[src/rtl/fp_addsub_seq.sv]
// fp_addsub_seq: multi-cycle IEEE-754 single-precision add/subtract sequencer.
// Unpacks both operands, orders them so the larger magnitude is A, aligns B,
// routes B through an external combinational two's-complement unit when the
// operation is an effective subtraction, adds, normalises one bit per cycle
// and packs a truncated result. Denormal inputs are flushed to zero.
//
// Ports:
//   clk          rising-edge clock
//   rst_n        asynchronous active-low reset
//   start        request, sampled only while idle
//   sub          1 = A - B, 0 = A + B
//   op_a, op_b   IEEE single operands
//   busy         high while an operation is in flight (ALIGN..DONE)
//   done         one-cycle pulse, result valid
//   result       registered result, held until overwritten
//   comp_en      complement select to the shared unit (COMP state only)
//   comp_operand operand to the shared unit (COMP state only)
//   comp_result  same-cycle output of the shared unit
module fp_addsub_seq #(
    parameter int MANT_W = 24,
    parameter int EXP_W  = 8
) (
    input  logic              clk,
    input  logic              rst_n,
    input  logic              start,
    input  logic              sub,
    input  logic [31:0]       op_a,
    input  logic [31:0]       op_b,
    output logic              busy,
    output logic              done,
    output logic [31:0]       result,
    output logic              comp_en,
    output logic [MANT_W-1:0] comp_operand,
    input  logic [MANT_W-1:0] comp_result
);
    localparam int FRAC_W = MANT_W - 1;

    typedef enum logic [2:0] {
        S_IDLE, S_ALIGN, S_COMP, S_ADD, S_NORM, S_DONE
    } state_t;

    state_t             state_reg, state_next;
    logic [31:0]        a_reg, a_next, b_reg, b_next;
    logic               sub_reg, sub_next;
    logic               sign_reg, sign_next;
    logic               eff_sub_reg, eff_sub_next;
    logic [EXP_W-1:0]   exp_reg, exp_next;
    logic [MANT_W-1:0]  mant_a_reg, mant_a_next;   // larger significand / working mantissa
    logic [MANT_W-1:0]  mant_b_reg, mant_b_next;   // aligned (and maybe complemented) smaller
    logic [31:0]        result_reg, result_next;

    // Unpacked view of the captured operands
    logic [EXP_W-1:0]   exp_ua, exp_ub, exp_l, exp_s, diff;
    logic [MANT_W-1:0]  mant_ua, mant_ub, mant_l, mant_s, mant_s_al;
    logic               sign_ua, sign_ub, swap, special;

    assign exp_ua  = a_reg[30:23];
    assign exp_ub  = b_reg[30:23];
    assign mant_ua = (exp_ua == '0) ? '0 : {1'b1, a_reg[22:0]};
    assign mant_ub = (exp_ub == '0) ? '0 : {1'b1, b_reg[22:0]};
    assign sign_ua = a_reg[31];
    assign sign_ub = b_reg[31] ^ sub_reg;
    assign special = (exp_ua == '1) || (exp_ub == '1);
    assign swap    = {exp_ub, mant_ub} > {exp_ua, mant_ua};
    assign exp_l   = swap ? exp_ub : exp_ua;
    assign exp_s   = swap ? exp_ua : exp_ub;
    assign mant_l  = swap ? mant_ub : mant_ua;
    assign mant_s  = swap ? mant_ua : mant_ub;
    assign diff    = exp_l - exp_s;
    // Shifting by the full width or more leaves nothing; shifted-out bits are dropped.
    assign mant_s_al = (diff >= EXP_W'(MANT_W)) ? '0 : (mant_s >> diff);

    logic [MANT_W:0]    sum;
    logic [EXP_W-1:0]   exp_inc, exp_dec;
    logic [MANT_W-1:0]  mant_shl;

    assign sum      = {1'b0, mant_a_reg} + {1'b0, mant_b_reg};
    assign exp_inc  = exp_reg + 1'b1;
    assign exp_dec  = exp_reg - 1'b1;
    assign mant_shl = {mant_a_reg[MANT_W-2:0], 1'b0};

    assign busy   = (state_reg != S_IDLE);
    assign done   = (state_reg == S_DONE);
    assign result = result_reg;

    always_comb begin
        state_next   = state_reg;
        a_next       = a_reg;
        b_next       = b_reg;
        sub_next     = sub_reg;
        sign_next    = sign_reg;
        eff_sub_next = eff_sub_reg;
        exp_next     = exp_reg;
        mant_a_next  = mant_a_reg;
        mant_b_next  = mant_b_reg;
        result_next  = result_reg;
        comp_en      = 1'b0;
        comp_operand = '0;
        case (state_reg)
            S_IDLE: begin
                if (start) begin
                    a_next     = op_a;
                    b_next     = op_b;
                    sub_next   = sub;
                    state_next = S_ALIGN;
                end
            end
            S_ALIGN: begin
                if (special) begin
                    // Any Inf/NaN operand yields infinity carrying A's sign.
                    result_next = {sign_ua, {EXP_W{1'b1}}, {FRAC_W{1'b0}}};
                    state_next  = S_DONE;
                end else begin
                    sign_next    = swap ? sign_ub : sign_ua;
                    eff_sub_next = (sign_ua != sign_ub);
                    exp_next     = exp_l;
                    mant_a_next  = mant_l;
                    mant_b_next  = mant_s_al;
                    state_next   = S_COMP;
                end
            end
            S_COMP: begin
                comp_en      = eff_sub_reg;
                comp_operand = mant_b_reg;
                if (eff_sub_reg)
                    mant_b_next = comp_result;
                state_next = S_ADD;
            end
            S_ADD: begin
                if (!eff_sub_reg && sum[MANT_W]) begin
                    // Carry out: renormalise right by one; may overflow to infinity.
                    if (exp_inc == '1)
                        result_next = {sign_reg, {EXP_W{1'b1}}, {FRAC_W{1'b0}}};
                    else
                        result_next = {sign_reg, exp_inc, sum[MANT_W-1:1]};
                    state_next = S_DONE;
                end else if (sum[MANT_W-1:0] == '0) begin
                    // Exact cancellation gives +0; adding two zeros keeps the sign.
                    result_next = eff_sub_reg ? 32'h0 : {sign_reg, 31'h0};
                    state_next  = S_DONE;
                end else if (sum[MANT_W-1]) begin
                    result_next = {sign_reg, exp_reg, sum[FRAC_W-1:0]};
                    state_next  = S_DONE;
                end else begin
                    mant_a_next = sum[MANT_W-1:0];
                    state_next  = S_NORM;
                end
            end
            S_NORM: begin
                exp_next    = exp_dec;
                mant_a_next = mant_shl;
                if (exp_dec == '0) begin
                    result_next = {sign_reg, 31'h0};   // underflow flushes to signed zero
                    state_next  = S_DONE;
                end else if (mant_shl[MANT_W-1]) begin
                    result_next = {sign_reg, exp_dec, mant_shl[FRAC_W-1:0]};
                    state_next  = S_DONE;
                end
            end
            S_DONE: state_next = S_IDLE;
            default: state_next = S_IDLE;
        endcase
    end

    always_ff @(posedge clk or negedge rst_n) begin
        if (!rst_n) begin
            state_reg   <= S_IDLE;
            a_reg       <= '0;
            b_reg       <= '0;
            sub_reg     <= 1'b0;
            sign_reg    <= 1'b0;
            eff_sub_reg <= 1'b0;
            exp_reg     <= '0;
            mant_a_reg  <= '0;
            mant_b_reg  <= '0;
            result_reg  <= '0;
        end else begin
            state_reg   <= state_next;
            a_reg       <= a_next;
            b_reg       <= b_next;
            sub_reg     <= sub_next;
            sign_reg    <= sign_next;
            eff_sub_reg <= eff_sub_next;
            exp_reg     <= exp_next;
            mant_a_reg  <= mant_a_next;
            mant_b_reg  <= mant_b_next;
            result_reg  <= result_next;
        end
    end
endmodule

[config.mk]
export PLATFORM = sky130hd
export DESIGN_NAME = fp_addsub_seq
export DESIGN_NICKNAME = d
export VERILOG_FILES = /design/src/rtl/fp_addsub_seq.sv
export SDC_FILE = /design/constraint.sdc
export NUM_CORES = 1
export LEC_CHECK = 0
export BUFFER_PORTS_ARGS = -buffer_cell sky130_fd_sc_hd__buf_2
export CAP_MARGIN = 20
export CORE_ASPECT_RATIO = 1.4
export CORE_MARGIN = 2
export CORE_UTILIZATION = 54
export DETAILED_ROUTE_END_ITERATION = 7
export GPL_TIMING_DRIVEN = 1
export PLACE_DENSITY_LB_ADDON = 0.2
export SLEW_MARGIN = 25
export SYNTH_ARGS = -nofsm -noshare
export SYNTH_HDL_FRONTEND = slang
export SYNTH_SLANG_ARGS = --single-unit
[constraint.sdc]
create_clock -name clk -period 5.85 [get_ports clk]
set_clock_uncertainty 0.15 [all_clocks]
set_input_delay 1.17 -clock clk [delete_from_list [all_inputs] [get_ports clk]]
set_output_delay 1.17 -clock clk [all_outputs]
set_load 0.01 [all_outputs]
# After elaboration in Yosys (flattened, before gate mapping)
# Cells that the tools add are included.
totals:
  register_bits: 158
  latch_bits: 0
  mem_bits_rw: 0
  rom_bits: 0
  inputBits: 92
  out_inout_bits: 59
  word_cells: 93
  mem_count: 0
classes:
  add_sub_neg: 4
  multipliers: 0
  n_div: 0
  order_cmp: 2
  eq_ne: 18
  shifts: 1
  mux: 37
  bitwise_logic: 2
  reduce_logical: 19
op_table:
  columns: ["op", "n"]
  rows:
  - ["$mux 24", 12]
  - ["$mux 32", 7]
  - ["$pmux 32 s3", 1]
  - ["$pmux 24 s3", 1]
  - ["$pmux 24 s2", 1]
  - ["$gt 32x32->1", 1]
  - ["$mux 31", 1]
  - ["$add 24x24->25", 1]
  - ["$eq 8x8->1 const B", 3]
  - ["$logic_not 24->1", 1]
  - ["$logic_not 8->1", 3]
  - ["$mux 8", 3]
  - ["$shr 24x8->24", 1]
  - ["$pmux 8 s2", 1]
  - ["$pmux 3 s5", 1]
  - ["$ne 2x2->1 const B", 7]
  - ["$mux 3", 4]
  - ["$add 8x1->8 const B", 1]
  - ["$ge 8x5->1 const B", 1]
  - ["$reduce_and 2->1", 4]
  - ["$sub 8x1->8 const B", 1]
  - ["$sub 8x8->8", 1]
  - ["$eq 3x2->1 const B", 2]
  - ["$eq 3x3->1 const B", 2]
  - ["other kinds (16)", 22]

# Longest topological paths before layout
# Gate-level depths: netlist of the first run.
logic_depth:
  ltp_word: 9
  ltp_mapped: 32
  depth_no_buf: 21

# Least setup slack after synthesis of the first run
# Ideal clock, no wire load.
synth_path:
  path_kind: "reg-to-reg"
  start: "reg b_reg[23]"
  end: "reg mant_b_reg[1]"
  arrival_ps: 5931
  required_ps: 5606
  path_slack_ps: -325
  path_stages_with_launch: 31
  n_path_buf: 11
  cell_sequence: "dfrtp_1 nor4_1 nand2_1 clkbuf_1 nand2_1 inv_1 ha_1 nand4_1 nor4_1 a21boi_0 or3b_1 clkbuf_1 o21a_1 buf_6 buf_6 buf_6 buf_6 buf_2 buf_1 buf_2 nor2_1 a21oi_1 ha_1 inv_1 clkbuf_1 clkbuf_1 mux2i_1 o21ai_0 o22ai_1 nand3_1 a221oi_2"
synth_via:
  elab_chain_len: 9
synth_lines:
  columns: ["element", "line_no", "source"]
  rows:
  - ["start, declared", "43", "logic [31:0] a_reg, a_next, b_reg, b_next;"]
  - ["start signal, assigned", "180", "b_reg <= b_next;"]
  - ["$logic_not 8->1", "60", "assign mant_ub = (exp_ub == '0) ? '0 : {1'b1, b_reg[22:0]};"]
  - ["$mux 24", "60", null]
  - ["$gt 32x32->1", "64", "assign swap = {exp_ub, mant_ub} > {exp_ua, mant_ua};"]
  - ["$mux 8 (on tied branches)", "65, 66", null]
  - ["$sub 8x8->8", "69", "assign diff = exp_l - exp_s;"]
  - ["$shr 24x8->24 or $ge 8x5->1 (tied branches)", "71", "assign mant_s_al = (diff >= EXP_W'(MANT_W)) ? '0 : (mant_s >> diff);"]
  - ["$mux 24", "71", null]
  - ["$mux 24", "109", "if (special) begin"]
  - ["$pmux 24 s2", "99", "case (state_reg)"]
  - ["end signal, assigned", "186", "mant_b_reg <= mant_b_next;"]
  - ["end, declared", "49", "logic [MANT_W-1:0] mant_b_reg, mant_b_next;"]
# Parallel ways exist; a longest one is shown, timed or not. The select of a mux whose other input is x is not followed.
# A chain may end at the register's enable or synchronous reset.

# Worst setup path in the final report of the first run
layout_path:
  start: "reg b_reg[30]"
  end: "reg mant_b_reg[2]"
# Same word-level chain as after synthesis.

==> results of run 1 <==
## critical path, stage by stage (launching register included)
cell and delay (ns):
dfrtp_1 0.42, nor4_1 0.28, nand2_1 0.18, buf_4 0.24, buf_4 0.20, nand2_1 0.09
inv_1 0.05, ha_1 0.18, a21oi_1 0.12, o21ai_0 0.10, a221oi_1 0.38, or3b_4 0.48
o21a_4 0.23, nor2_1 0.11, a21oi_1 0.05, ha_2 0.20, or2_4 0.26, o211ai_2 0.38
nand2_4 0.29, a211oi_1 0.52, mux2i_1 0.14, o31a_1 0.26, a211oi_1 0.22
## stage by stage
stage          setup WS (ns)  instances
6_report               0.238       1899
5_1_grt              -0.0274       1899
4_1_cts                0.233       1896
3_5_place_dp           0.285       1864
3_3_place_gp           0.317       1864
2_1_floorplan         0.0514       1463
## repair_timing
action,4_1_cts,5_1_grt
gates resized for setup,0,5
endpoints found under the setup margin,0,13
hold buffers,0,0
endpoints found under the hold margin,0,0
buffers inserted,0,3
## Yosys cell counts (5+ instances only)
cell type	n	area (um2)
dfrtp_1	158	3950
buf_6	6	67.6
buf_1	5	18.8
o31ai_1	16	120
a21boi_0	5	37.5
nor4_1	14	87.6
a211oi_1	22	165
a221oi_1	7	61.3
a21oi_1	140	701
nand3_1	39	195
a21o_1	15	113
a221o_1	6	60.1
and2_1	32	200
o221ai_1	16	140
clkbuf_1	64	240
inv_1	56	210
and3_1	15	93.8
buf_2	20	100
a2bb2oi_1	5	43.8
mux4_2	17	383
xor2_1	13	114
nand4_1	14	87.6
xnor2_1	18	158
mux2_2	75	845
o21ai_0	88	440
a32oi_1	6	52.6
ha_1	61	763
mux2i_1	34	340
o211ai_1	17	128
o22ai_1	16	100
nand2_1	165	619
mux2_4	19	285
nor3_1	32	160
a22oi_1	24	180
nor2b_1	12	75.1
a31oi_1	8	50.1
nor2_1	107	402
or3_1	10	62.6
## cell type report
| class | instances | area share (%) |
|---|---|---|
| Clock buffer | 21 | 3.27 |
| Clock inverter | 11 | 0.913 |
| Inverter | 57 | 1.49 |
| Multi-Input combinational cell | 1149 | 56.4 |
| Sequential cell | 158 | 27.5 |
| Tap cell | 306 | 2.66 |
| Timing Repair Buffer | 197 | 7.80 |
## worst min-delay path by stage
stage,start,endpoint,cells after the start
floorplan,sign_reg$_DFFE_PN0P_,sign_reg$_DFFE_PN0P_,2
global placement,result[11]$_DFFE_PN0P_,result[11]$_DFFE_PN0P_,2
detailed placement,result[20]$_DFFE_PN0P_,result[20]$_DFFE_PN0P_,2
CTS,result[20]$_DFFE_PN0P_,result[20]$_DFFE_PN0P_,2
global route,result[5]$_DFFE_PN0P_,result[5]$_DFFE_PN0P_,2
finish,result[20]$_DFFE_PN0P_,result[20]$_DFFE_PN0P_,2
## per-layer routing
metal / up-vias / part of all wire [%]
met5: - / 0
met3: 136 / 5.2
met4: 0 / 5.7
li1: 5648 / -
met1: 5839 / 38
met2: 502 / 51
## kinds of logic (layout without fill, tap and decap cells)
kind of cell	after synthesis	after routing
xor+xnor	31	31
buf+inv	156	286
flops	158	158
fa+ha+maj	62	62
simple gates	472	472
compound gates	438	438
mux	146	146
==> metrics.md, run 1 <==
| Metric | Value |
|---|---|
| TritonCTS clock tree | `done` |
| GR Layer Usage met1 | `37.9%` |
| Clock transition at path regs | `0.07 ns` |
| Residual DRC | `0` |
| Syn Nets | `1617` |
| # fillers | `2056` |
| Antenna Cells | `0` |
| Slew @ Worst Pin | `1.12 ns` |
| Die height | `185 um` |
| Clk sink count | `158` |
| Mux cell area share after synthesis | `14.8%` |
| R2R setup slack | `0.24 ns` |
| Endpoints failing setup | `0` |
| Largest family of logic cells by synthesized area | `compound AO/OA/AOI/OAI gates` |
| Vias in the first global route | `11.8k` |
| Area delta synth->final | `13.8%` |
| Top_reg_cell synth | `dfrtp_1` |
| Sequential area share after synthesis | `31.3%` |
| Clock Tree Root | `clkbuf_16` |
| IO Port Bufs | `150` |
| Synth Area in Compound Gates | `22.5%` |
| Antenna violations before repair | `0` |
| DP Area | `13700 um2` |
| CP Class | `flip-flop to flip-flop` |
| Post-synthesis adder-cell area fraction | `6.19%` |
| Number of H-tree levels | `4` |
| Status | `finished, final reports clean` |
| Hpwl dp | `30800 um` |
| Setup crit end kind | `flip-flop` |
| Met2 usage | `58.0%` |
| Xor and xnor area share after synthesis | `2.15%` |
| Buffer depth of the longest clock path | `2` |
| Routed Antenna Nets | `0` |
| Vias | `12.1k` |
| GRT Overall Usage | `32.7%` |
| Worst min path class | `flip-flop to flip-flop` |
| M3 GR Usage | `4.49%` |
| Setup crit end | `mant_b_reg[2]$_DFFE_PN0P_` |
| CORE AREA | `23100 um2` |
| Reg2reg end | `mant_b_reg[2]$_DFFE_PN0P_` |
| Flops & latches, synth | `158` |
| Routability congestion estimate from global placement | `0.976` |
| Drt first-iter violations | `1021` |
| Worst path required time | `6.06 ns` |
| CP Launch Point | `b_reg[30]$_DFFE_PN0P_` |
| Mapped Area | `12600 um2` |
| Mapped Cells | `1463` |
| Post-synthesis async set-or-reset flop share | `100%` |
| Post-synth EDFFs | `0` |
| Avg Vias per Cell | `6.38` |
| WP data arrival | `5.82 ns` |
| Site Rows | `66` |
| Busiest grt layer | `met2` |
| Simple-gate share of the synthesized area | `17.9%` |
| Die footprint | `24700 um2` |
| Synth unique cells | `89` |
| Startpoint Class | `flip-flop` |
| Multi-input gate area | `8120 um2` |
| Chip width | `133 um` |
| Most frequent cells in the layout | `163 x nand2_1, 158 x dfrtp_1, 149 x buf_2, 139 x a21oi_1, 105 x nor2_1` |
| Maximum capacitance violations | `0` |
| DRT Pass-1 Iters | `7` |
| Worst hold margin | `0.326 ns` |
| Largest net degree at the start of global routing | `91` |
| Share of cells above drive strength 1 | `23.7%` |
| Clk_lat worst skew | `0.45 ns` |
| CTS buffer count | `17` |
| Final clock period utilization by the worst path | `95.9%` |
| Sequential cell area | `3950 um2` |
| Avg Cell Area, Syn | `8.64 um2` |
| Final instance area | `14400 um2` |
| Synth Warn # | `0` |
| Max Fclk | `178 MHz` |
| Initial core utilization | `54.7%` |
| Max Slew Vio Count | `0` |
| Final net count | `1734` |
| Final Util | `62.3%` |
| Reg2reg path depth | `22` |
| CP max FO | `24` |
| Reg2reg start | `b_reg[30]$_DFFE_PN0P_` |
| Total negative slack | `0 ns` |
| Routed WL per cell | `21.0 um` |
| Final Hold Violating Endpoints | `0` |
| Minimum clock period | `5.61 ns` |
| Commonest non-fill, non-tap cell in the layout | `nand2_1` |
| WL final | `39900 um` |
| First-pass GRT wire length | `63000 um` |
| Grt ovf | `0` |
| Relative slew margins | `24.9%` |
| Ports | `151` |
Power of run 1 is left out: the tool's default activity adds up to more than one toggle a clock period on the data nets, which glitch-free logic cannot reach.
==> run 2: changes to the inputs <==
Settings changed: RECOVER_POWER set to 100.
==> metrics.md, run 2 (synthesized netlist as in run 1, its figures left out) <==
| Metric | Value |
|---|---|
| Initial core utilization | `54.7% (unchanged)` |
| Number of H-tree levels | `4 (unchanged)` |
| # fillers | `2103 (+2.3%)` |
| Antenna violations before repair | `0 (unchanged)` |
| Hold EP | `result[20]$_DFFE_PN0P_` |
| Site Rows | `66 (unchanged)` |
| Grt ovf | `0 (unchanged)` |
| First-pass GRT wire length | `63000 um (unchanged)` |
| WP data arrival | `5.79 ns (-0.03 ns)` |
| Worst hold path stage count | `2 (unchanged)` |
| Reg2reg start | `b_reg[30]$_DFFE_PN0P_` |
| Avg Vias per Cell | `6.35 (-0.48%)` |
| Clk sink count | `158 (unchanged)` |
| Clk_lat worst skew | `0.44 ns (about the same)` |
| Status | `finished, violations left` |
| Multi-input gate area | `8030 um2 (-1.1%)` |
| Total negative slack | `0 ns (unchanged)` |
| Final Hold Violating Endpoints | `0 (unchanged)` |
| Hpwl dp | `30800 um (unchanged)` |
| Cts hold-fix bufs | `0 (unchanged)` |
| Buffer depth of the longest clock path | `2 (unchanged)` |
| CP Class | `flip-flop to flip-flop` |
| WL final | `40000 um (+0.29%)` |
| Most frequent cells in the layout | `163 x nand2_1, 158 x dfrtp_1, 140 x a21oi_1, 111 x buf_2, 105 x nor2_1` |
| Setup crit end kind | `flip-flop` |
| Sequential cell area | `3950 um2 (unchanged)` |
| DRT Pass-1 Iters | `7 (unchanged)` |
| Clock transition at path regs | `0.07 ns (about the same)` |
| Slew @ Worst Pin | `3.77 ns (+2.66 ns)` |
| Final clock period utilization by the worst path | `95.6% (-0.38 points)` |
| Share of cells above drive strength 1 | `19.6% (-4.1 points)` |
| Largest net degree at the start of global routing | `91 (unchanged)` |
| Vias | `12.1k (-0.48%)` |
| TritonCTS clock tree | `done` |
| Routed Antenna Nets | `0 (unchanged)` |
| Die height | `185 um (unchanged)` |
| Final net count | `1734 (unchanged)` |
| Residual DRC | `0 (unchanged)` |
| Minimum clock period | `5.59 ns (-0.0220 ns)` |
| Area delta synth->final | `12.5%` |
| Chip width | `133 um (unchanged)` |
| Hold Path Origin | `result[20]$_DFFE_PN0P_` |
| GRT Overall Usage | `32.7% (unchanged)` |
| Failing checks | `max-capacitance violations, max-slew violations` |
| CORE AREA | `23100 um2 (unchanged)` |
| R2R setup slack | `0.26 ns (+0.02 ns)` |
| Worst min path class | `flip-flop to flip-flop` |
| Die footprint | `24700 um2 (unchanged)` |
| Relative slew margins | `-152% (-180 points)` |
| Max Slew Vio Count | `195 (+195)` |
| Vias in the first global route | `11.8k (unchanged)` |
| IO Port Bufs | `150 (unchanged)` |
| Antenna Cells | `0 (unchanged)` |
| Routed WL per cell | `21.1 um (+0.29%)` |
| Routability congestion estimate from global placement | `0.976 (unchanged)` |
| Maximum capacitance violations | `3 (+3)` |
| Reg2reg path depth | `23 (+4.5%)` |
| Clock Tree Root | `clkbuf_16` |
| Startpoint Class | `flip-flop` |
| Reg2reg end | `mant_b_reg[4]$_DFFE_PN0P_` |
| Commonest non-fill, non-tap cell in the layout | `nand2_1` |
| Ports | `151 (unchanged)` |
| CP max FO | `17 (-29%)` |
| Max Fclk | `179 MHz (+0.39%)` |
| Endpoints failing setup | `0 (unchanged)` |
| CTS buffer count | `17 (unchanged)` |
| Drt first-iter violations | `1002 (-1.9%)` |
| Worst path required time | `6.05 ns (about the same)` |
[run 2: cell types whose count changed in the layout (fill, tap and decap cells not counted), sizes merged]
cell | before | now
clkbuf | 21 | 68
buf | 197 | 150
[run 2: worst max-delay path by stage]
stage                                startpoint                    endpoint  depth (start not counted)
after CTS                 b_reg[30]$_DFFE_PN0P_  mant_b_reg[20]$_DFFE_PN0P_                         25
after detailed placement  b_reg[30]$_DFFE_PN0P_  mant_b_reg[20]$_DFFE_PN0P_                         25
after floorplan           b_reg[24]$_DFFE_PN0P_   mant_b_reg[4]$_DFFE_PN0P_                         30
final                     b_reg[30]$_DFFE_PN0P_   mant_b_reg[4]$_DFFE_PN0P_                         23
after global placement    b_reg[30]$_DFFE_PN0P_  mant_b_reg[20]$_DFFE_PN0P_                         25
after global routing      b_reg[30]$_DFFE_PN0P_   mant_b_reg[4]$_DFFE_PN0P_                         24
[run 2: per-layer routing]
layer / track usage, % / up-vias / share of wire, %
met2: 58.0 / 462 / 51
met3: 4.49 / 139 / 4.8
met4: 18.1 / 0 / 5.7
li1: - / 5644 / -
met1: 37.9 / 5822 / 39
met5: 0 / - / 0
[run 2: stage by stage]
| stage | hold slack, ns | std cells | utilization (%) | setup slack (ns) | area [um2] |
|---|---|---|---|---|---|
| 4_1_cts | 0.331 | 1896 | 62.0 | 0.233 | 14300 |
| 2_1_floorplan | 0.300 | 1463 | - | 0.0514 | 12700 |
| 5_1_grt | 0.357 | 1899 | 61.5 | -0.0274 | 14200 |
| 3_3_place_gp | 0.306 | 1864 | 59.4 | 0.317 | 13700 |
| 3_5_place_dp | 0.316 | 1864 | 59.4 | 0.285 | 13700 |
| 6_report | 0.329 | 1899 | 61.5 | 0.260 | 14200 |
[run 2: layout make-up]
cell class | count | area share, %
Clock buffer | 21 | 3.31
Timing Repair Buffer | 197 | 7.33
Sequential cell | 158 | 27.8
Clock inverter | 11 | 0.924
Tap cell | 306 | 2.69
Inverter | 57 | 1.50
Multi-Input combinational cell | 1149 | 56.4
[run 2: worst max-delay path: stages (launching register included)]
cell and delay, ns:
dfrtp_1 0.42, nor4_1 0.27, nand2_1 0.18, buf_4 0.24, nand2_1 0.12, inv_1 0.07
ha_1 0.33, nand4_1 0.18, nor2_1 0.07, a221oi_1 0.36, or3b_4 0.48, o21a_4 0.23
nor2_1 0.11, a21oi_1 0.05, ha_2 0.20, or2_4 0.26, o21ai_0 0.20, o22ai_2 0.14
buf_4 0.18, a2111oi_0 0.36, a31o_2 0.29, buf_4 0.24, a31oi_1 0.16, a22oi_1 0.20
[run 2: what timing repair did]
item | in CTS | in global routing
buffers inserted | 0 | 3
resized for setup | 0 | 5
setup endpoints to repair | 0 | 13
Power of run 2 is left out for the same reason.
